File: config.mk
export PLATFORM = sky130hd
export DESIGN_NAME = serial_add_sub
export DESIGN_NICKNAME = d
export VERILOG_FILES = /design/src/rtl/serial_add_sub.sv
export SDC_FILE = /design/constraint.sdc
export NUM_CORES = 1
export LEC_CHECK = 0
export BUFFER_PORTS_ARGS = -buffer_cell sky130_fd_sc_hd__buf_2
export CORE_ASPECT_RATIO = 1.5
export CORE_MARGIN = 1.5
export CORE_UTILIZATION = 50
export DETAILED_ROUTE_END_ITERATION = 7
export HOLD_SLACK_MARGIN = 0.08
export PLACE_DENSITY = 0.81
export SLEW_MARGIN = 25
export SYNTH_ARGS = -nofsm -noshare
export SYNTH_HDL_FRONTEND = slang
export SYNTH_SLANG_ARGS = --single-unit
File: constraint.sdc
create_clock -name clk -period 1.79 [get_ports clk]
set_input_delay 0 -clock clk [delete_from_list [all_inputs] [get_ports clk]]
set_output_delay 0 -clock clk [all_outputs]
set_load 0.02 [all_outputs]
File: src/rtl/serial_add_sub.sv
// serial_add_sub: digit-serial add/subtract unit; DIGIT bits per clock.
// Produces the result with carry, signed-overflow and zero flags and a one-cycle done pulse.
module serial_add_sub #(
  parameter int WIDTH = 8,
  parameter int DIGIT = 1
) (
  input  logic             clk,
  input  logic             rst,
  input  logic             start,
  input  logic             mode,
  input  logic [WIDTH-1:0] a,
  input  logic [WIDTH-1:0] b,
  input  logic             c_in,
  output logic             busy,
  output logic             done,
  output logic [WIDTH-1:0] sum,
  output logic             c_out,
  output logic             overflow,
  output logic             zero
);
  localparam int N = WIDTH / DIGIT;
  localparam int CW = (N > 1) ? $clog2(N) : 1;
  typedef enum logic {IDLE, RUN} state_t;
  state_t state_q, state_d;
  logic [WIDTH-1:0] a_q, a_d, b_q, b_d, res_q, res_d, sum_q, sum_d, s_ext;
  logic [CW-1:0] cnt_q, cnt_d;
  logic carry_q, carry_d, amsb_q, amsb_d, bmsb_q, bmsb_d;
  logic c_out_q, c_out_d, ovf_q, ovf_d, zero_q, zero_d, done_q, done_d;
  logic [DIGIT:0] slice;
  logic last;
  assign slice = {1'b0, a_q[DIGIT-1:0]} + {1'b0, b_q[DIGIT-1:0]} + (DIGIT+1)'(carry_q);
  assign s_ext = WIDTH'(slice[DIGIT-1:0]);
  assign last = (state_q == RUN) && (cnt_q == CW'(N - 1));
  always_comb begin
    state_d = state_q;
    a_d = a_q;
    b_d = b_q;
    res_d = res_q;
    cnt_d = cnt_q;
    carry_d = carry_q;
    amsb_d = amsb_q;
    bmsb_d = bmsb_q;
    sum_d = sum_q;
    c_out_d = c_out_q;
    ovf_d = ovf_q;
    zero_d = zero_q;
    done_d = 1'b0;
    if (state_q == IDLE) begin
      if (start) begin
        a_d = a;
        b_d = mode ? ~b : b;
        carry_d = mode ^ c_in;
        amsb_d = a[WIDTH-1];
        bmsb_d = mode ? ~b[WIDTH-1] : b[WIDTH-1];
        res_d = '0;
        cnt_d = '0;
        state_d = RUN;
      end
    end else begin
      // new digit enters at the MSB so the first digit lands at bit 0 after N steps
      a_d = a_q >> DIGIT;
      b_d = b_q >> DIGIT;
      res_d = (res_q >> DIGIT) | (s_ext << (WIDTH - DIGIT));
      carry_d = slice[DIGIT];
      cnt_d = cnt_q + CW'(1);
      if (last) begin
        sum_d = res_d;
        c_out_d = slice[DIGIT];
        ovf_d = (amsb_q == bmsb_q) && (res_d[WIDTH-1] != amsb_q);
        zero_d = ~|res_d;
        done_d = 1'b1;
        state_d = IDLE;
      end
    end
  end
  always_ff @(posedge clk or posedge rst) begin
    if (rst) begin
      state_q <= IDLE;
      a_q <= '0;
      b_q <= '0;
      res_q <= '0;
      cnt_q <= '0;
      carry_q <= 1'b0;
      amsb_q <= 1'b0;
      bmsb_q <= 1'b0;
      sum_q <= '0;
      c_out_q <= 1'b0;
      ovf_q <= 1'b0;
      zero_q <= 1'b0;
      done_q <= 1'b0;
    end else begin
      state_q <= state_d;
      a_q <= a_d;
      b_q <= b_d;
      res_q <= res_d;
      cnt_q <= cnt_d;
      carry_q <= carry_d;
      amsb_q <= amsb_d;
      bmsb_q <= bmsb_d;
      sum_q <= sum_d;
      c_out_q <= c_out_d;
      ovf_q <= ovf_d;
      zero_q <= zero_d;
      done_q <= done_d;
    end
  end
  assign busy = (state_q == RUN);
  assign done = done_q;
  assign sum = sum_q;
  assign c_out = c_out_q;
  assign overflow = ovf_q;
  assign zero = zero_q;
endmodule

Word-level counts from Yosys, hierarchy flattened
Index checks and enable logic that the tools add are counted.
{"block": "op_classes", "add_sub_neg": 3, "n_reduce_logical": 7, "bitwise_logic": 5, "muxes": 17, "eq_ne": 3}
{"op": "8-bit 2-to-1 mux", "count": 7}
{"op": "1-bit 2-to-1 mux", "count": 8}
{"op": "8-bit NOT", "count": 1}
{"op": "7-bit by 8-bit bitwise OR with 8-bit output", "count": 1}
{"op": "8-bit OR reduction", "count": 1}
{"op": "3-bit 2-to-1 mux", "count": 2}
{"op": "2-bit AND reduction", "count": 2}
{"op": "3-bit by 1-bit adder with 3-bit output (second input constant)", "count": 1}
{"op": "3-bit == test (second input constant)", "count": 1}
{"op": "1-bit by 1-bit adder with 2-bit output", "count": 1}
{"op": "2-bit by 1-bit adder with 2-bit output", "count": 1}
{"op": "1-bit logical AND", "count": 2}
{"op": "1-bit NOT", "count": 2}
{"op": "2-bit nonzero test", "count": 1}
{"op": "1-bit == test", "count": 1}
{"op": "1-bit logical NOT", "count": 1}
{"op": "1-bit != test", "count": 1}
{"op": "1-bit XOR", "count": 1}
{"block": "word_totals", "out_inout_bits": 13, "ff_bits": 43, "in_bits": 21, "wordCells": 48}

Longest topological paths before layout
{"block": "logic_depth", "ltp_word": 5, "depth_mapped": 6, "mapped_depth_nobuf": 5}

Worst setup path after synthesis
No wires, ideal clock.
{"block": "synth_path", "path_kind": "flip-flop to flip-flop", "start": "register a_q[0]", "end": "register zero_q (netlist: zero)", "required_time_ps": 1707, "synth_period_minus_slack_ps": 1449, "n_path_buf": 0, "slack_ps": 341, "arrival_time_ps": 1366, "setup_time_ps": 83, "stages_incl_launch_ff": 5, "cell_sequence": "dfrtp_1 fa_1 nor4_1 nand2_1 o21ai_0"}
{"block": "synth_between", "elab_chain_len": 5}
{"item": "start: declaration", "line_no": "25", "rtl": "logic [WIDTH-1:0] a_q, a_d, b_q, b_d, res_q, res_d, sum_q, sum_d, s_ext;"}
{"item": "start signal: assignment", "line_no": "79", "rtl": "a_q <= '0;"}
{"item": "start signal: assignment", "line_no": "93", "rtl": "a_q <= a_d;"}
{"item": "1-bit by 1-bit adder with 2-bit output", "line_no": "31", "rtl": "assign slice = {1'b0, a_q[DIGIT-1:0]} + {1'b0, b_q[DIGIT-1:0]} + (DIGIT+1)'(carry_q);"}
{"item": "2-bit by 1-bit adder with 2-bit output", "line_no": "31"}
{"item": "via slice[0]", "line_no": "29", "rtl": "logic [DIGIT:0] slice;"}
{"item": "7-bit by 8-bit bitwise OR with 8-bit output", "line_no": "63", "rtl": "res_d = (res_q >> DIGIT) | (s_ext << (WIDTH - DIGIT));"}
{"item": "8-bit OR reduction", "line_no": "70", "rtl": "zero_d = ~|res_d;"}
{"item": "1-bit logical NOT", "line_no": "70"}
{"item": "end signal: assignment", "line_no": "103", "rtl": "zero_q <= zero_d;"}
{"item": "end: declaration", "line_no": "28", "rtl": "logic c_out_q, c_out_d, ovf_q, ovf_d, zero_q, zero_d, done_q, done_d;"}
The timed path passes the listed nets, and every way through them passes these cells.
A chain may end at the register's enable or synchronous reset.

Worst setup path after layout
Ends and elaborated chain as after synthesis.

==> flow_summary.toml <==
[grt]
grt_pass1_wl_um = 6200
antenna_found_initial = 0
track_usage_pct = 20.4
grt-ovfl-total = 0
grt_max_degree = 43
grt_pass1_vias = 1398

[flow_run]
cap_viol_max_count = 0

[final_layout]
n_antenna_cell = 0
final_area_mm2 = 0.00235
layout_commonest_cell = "dfrtp_1"
final_cell_mix = "dfrtp_1 (42), nand2_1 (35), buf_2 (33)"
fillers = 310
layout-drive-gt1-share_pct = 24.9
final_nets = 244
area_growth_pct = 23.4
stdcell_count = 264
final_util_pct = 64.4

[sta]
rsz0062_at_grt = "no"
worst_pin_slew_ps = 525
whs_ps = 87.5
fmax_ghz = 0.623
slew_headroom_pct = 65.0
hold_violations = 0
fin_crit_sh_pct = 89.6
final.setup.tns_ps = 0
finalMaxSlewViolations = 0
fin_crit_ps = 1600
setup_violations = 0
fin_worst_skew_ps = 5.30

[pwr]
power_switching_mw = 1.29
p_int_mw = 2.34
pwr-share-comb_pct = 34.4
ir_drop_v = 0.00102
p_sw_share_pct = 35.5
pwr_density_cell_mw_per_mm2 = 1550
seqPwrFrac_pct = 45.2
p_leak_nw = 1.18
clockPowerShare_pct = 20.4

[setup_path]
critPathSlowestCell = "fa_1"
critical-path-top-delay-family = "adder cells"
crit_path_end_kind = "register"
critPathKind = "register to register"
max_stage_delay_ps = 570
cp.arrival_ps = 1820
startpoint_type = "register"
cp.depth = 4
critPathMaxFanout = 5
rrSetupSlack_ps = 190
path_cells = "fa_1, nor4_1, nand2_1, o21ai_0"
reg2regPathDepth = 4
cp-endpoint = "zero$_DFFE_PP0P_"
critPathBufInv = 0
r2r-start = "a_q[0]$_DFFE_PP0P_"
cp.required_ps = 2000
timing.rr.end = "zero$_DFFE_PP0P_"
startpoint = "a_q[0]$_DFFE_PP0P_"

[route]
drtPass1Iterations = 2
postRouteAntennaNets = 0
viasPerCell = 5.14
vias = 1358
wl_per_cell_um = 14.0
remaining_drc_errors = 0
wl_um = 3680
dr.first_iter.drc_count = 16

[synth]
syn_area_mm2 = 0.00190
synth_fp_nets = 195
yosysSeqAreaShare_pct = 55.2
netlist_instances = 171
synth-main-ff-cell = "dfrtp_1"
syn_avg_cell_area_um2 = 11.1
synth-edff-count = 0
ys_ff_latch = 42
synth_cell_types = 25
synthArstFlopShare_pct = 100
yosysWarnings = 0

[status]
status = "finished clean"

[placed_design]
gp_congestion = 0.677
post_dp_cell_area_mm2 = 0.00208
place_inst = 240
port-buffer-count = 33
dp_hpwl_um = 2330

[clock_tree]
cts_setup_buffers = 0
path_clk_slew_ps = 80
clock_latency_ps = 290
numCtsBuffers = 5
htreeDepth = 2
cts_tree = "built"
clockBufferDepth = 2
cts_root_buf = "clkbuf_8"
cts-resized-gates = 0
cts.sinks = 42

[floorplan]
die_area_mm2 = 0.00419
num_rows = 27
die_y_um = 78.6
start_util_pct = 52.2
die_w_um = 53.4
core_area_mm2 = 0.00365
num_io_pins = 34

[min_path]
min_path_cells = 4
min_from = "b[0]"
worstHoldPathType = "input port to register"
[power by group through the flow]
stage | sequential, mW | combinational, mW | clock (mW)
global route | 1.70 | 1.41 | 0.797
floorplan | 1.73 | 0.799 | 0
CTS | 1.65 | 1.27 | 0.756
detailed placement | 1.67 | 1.24 | 0
finish | 1.64 | 1.25 | 0.739
global placement | 1.64 | 1.18 | 0
[cell families after synthesis]
kind of cell / synth area share, %
AO/OA/AOI/OAI: 8.74
multiplexers: 15.3
flip-flops: 55.2
AND/OR/NAND/NOR: 9.73
XOR/XNOR: 4.14
adder cells (fa/ha/maj): 2.37
buffers and inverters: 4.47
[worst reg2reg max path: cells and delay by family (launching register included)]
kind / cells / cell delay, ps
compound gates: 1 / 150
fa+ha+maj: 1 / 570
flops: 1 / 400
simple gates: 2 / 400
[metal layers]
layer  track usage [%]  wire length, um  vias to the layer above
met4              8.46               67                        0
met3              5.70              170                        6
met2              34.4             1900                       33
met5                 0                0                        -
met1              23.5             1550                      646
li1                  -                -                      673
[state kept, by name, summed over array words and instances (netlist names)]
register,count
done,1
a_q,8
busy,1
c_out,1
res_q,7
overflow,1
cnt_q,3
carry_q,1
amsb_q,1
bmsb_q,1
b_q,8
sum,8
zero,1
[stage by stage]
step,setup WS (ps),power (mW)
after floorplan,341,2.53
after global placement,272,2.82
after detailed placement,179,2.90
after CTS,155,3.67
after global routing,32.4,3.91
final,186,3.63
[timing repair]
item                                   4_1_cts  5_1_grt
hold buffers                                16        0
setup endpoints to repair                    0        0
endpoints found under the hold margin       59        0
[Yosys cell counts, types with 2 or more instances]
master	n	area, um^2
dfrtp_1	42	1050
nand2_1	35	131
o21ai_0	21	105
mux2i_1	16	160
xor2_1	8	70.1
o21ai_1	7	35.0
mux2_2	5	56.3
mux2_4	5	75.1
clkbuf_1	4	15.0
inv_1	4	15.0
nor2_1	4	15.0
buf_4	3	22.5
buf_2	2	10.0
buf_6	2	22.5
ha_1	2	25.0
nor4_1	2	12.5
[worst min path at each step]
stage / to / slack [ps]
2_1_floorplan: amsb_q$_DFFE_PP0P_ / 150
3_3_place_gp: done$_DFF_PP0_ / 160
3_5_place_dp: done$_DFF_PP0_ / 170
4_1_cts: b_q[0]$_DFFE_PP0P_ / 90
5_1_grt: b_q[0]$_DFFE_PP0P_ / 120
6_report: b_q[0]$_DFFE_PP0P_ / 90
[area by class of cell]
cell class	instances	area, um^2	share of cell area (%)
clock buffers	7	76.3	3.25
clock inverters	1	30.0	1.28
inverters	4	15.0	0.639
multi-input cells	114	767	32.7
flip-flops and latches	42	1050	44.8
well taps	43	53.8	2.29
repair buffers	53	355	15.1
(Power assumes the default switching activity.)
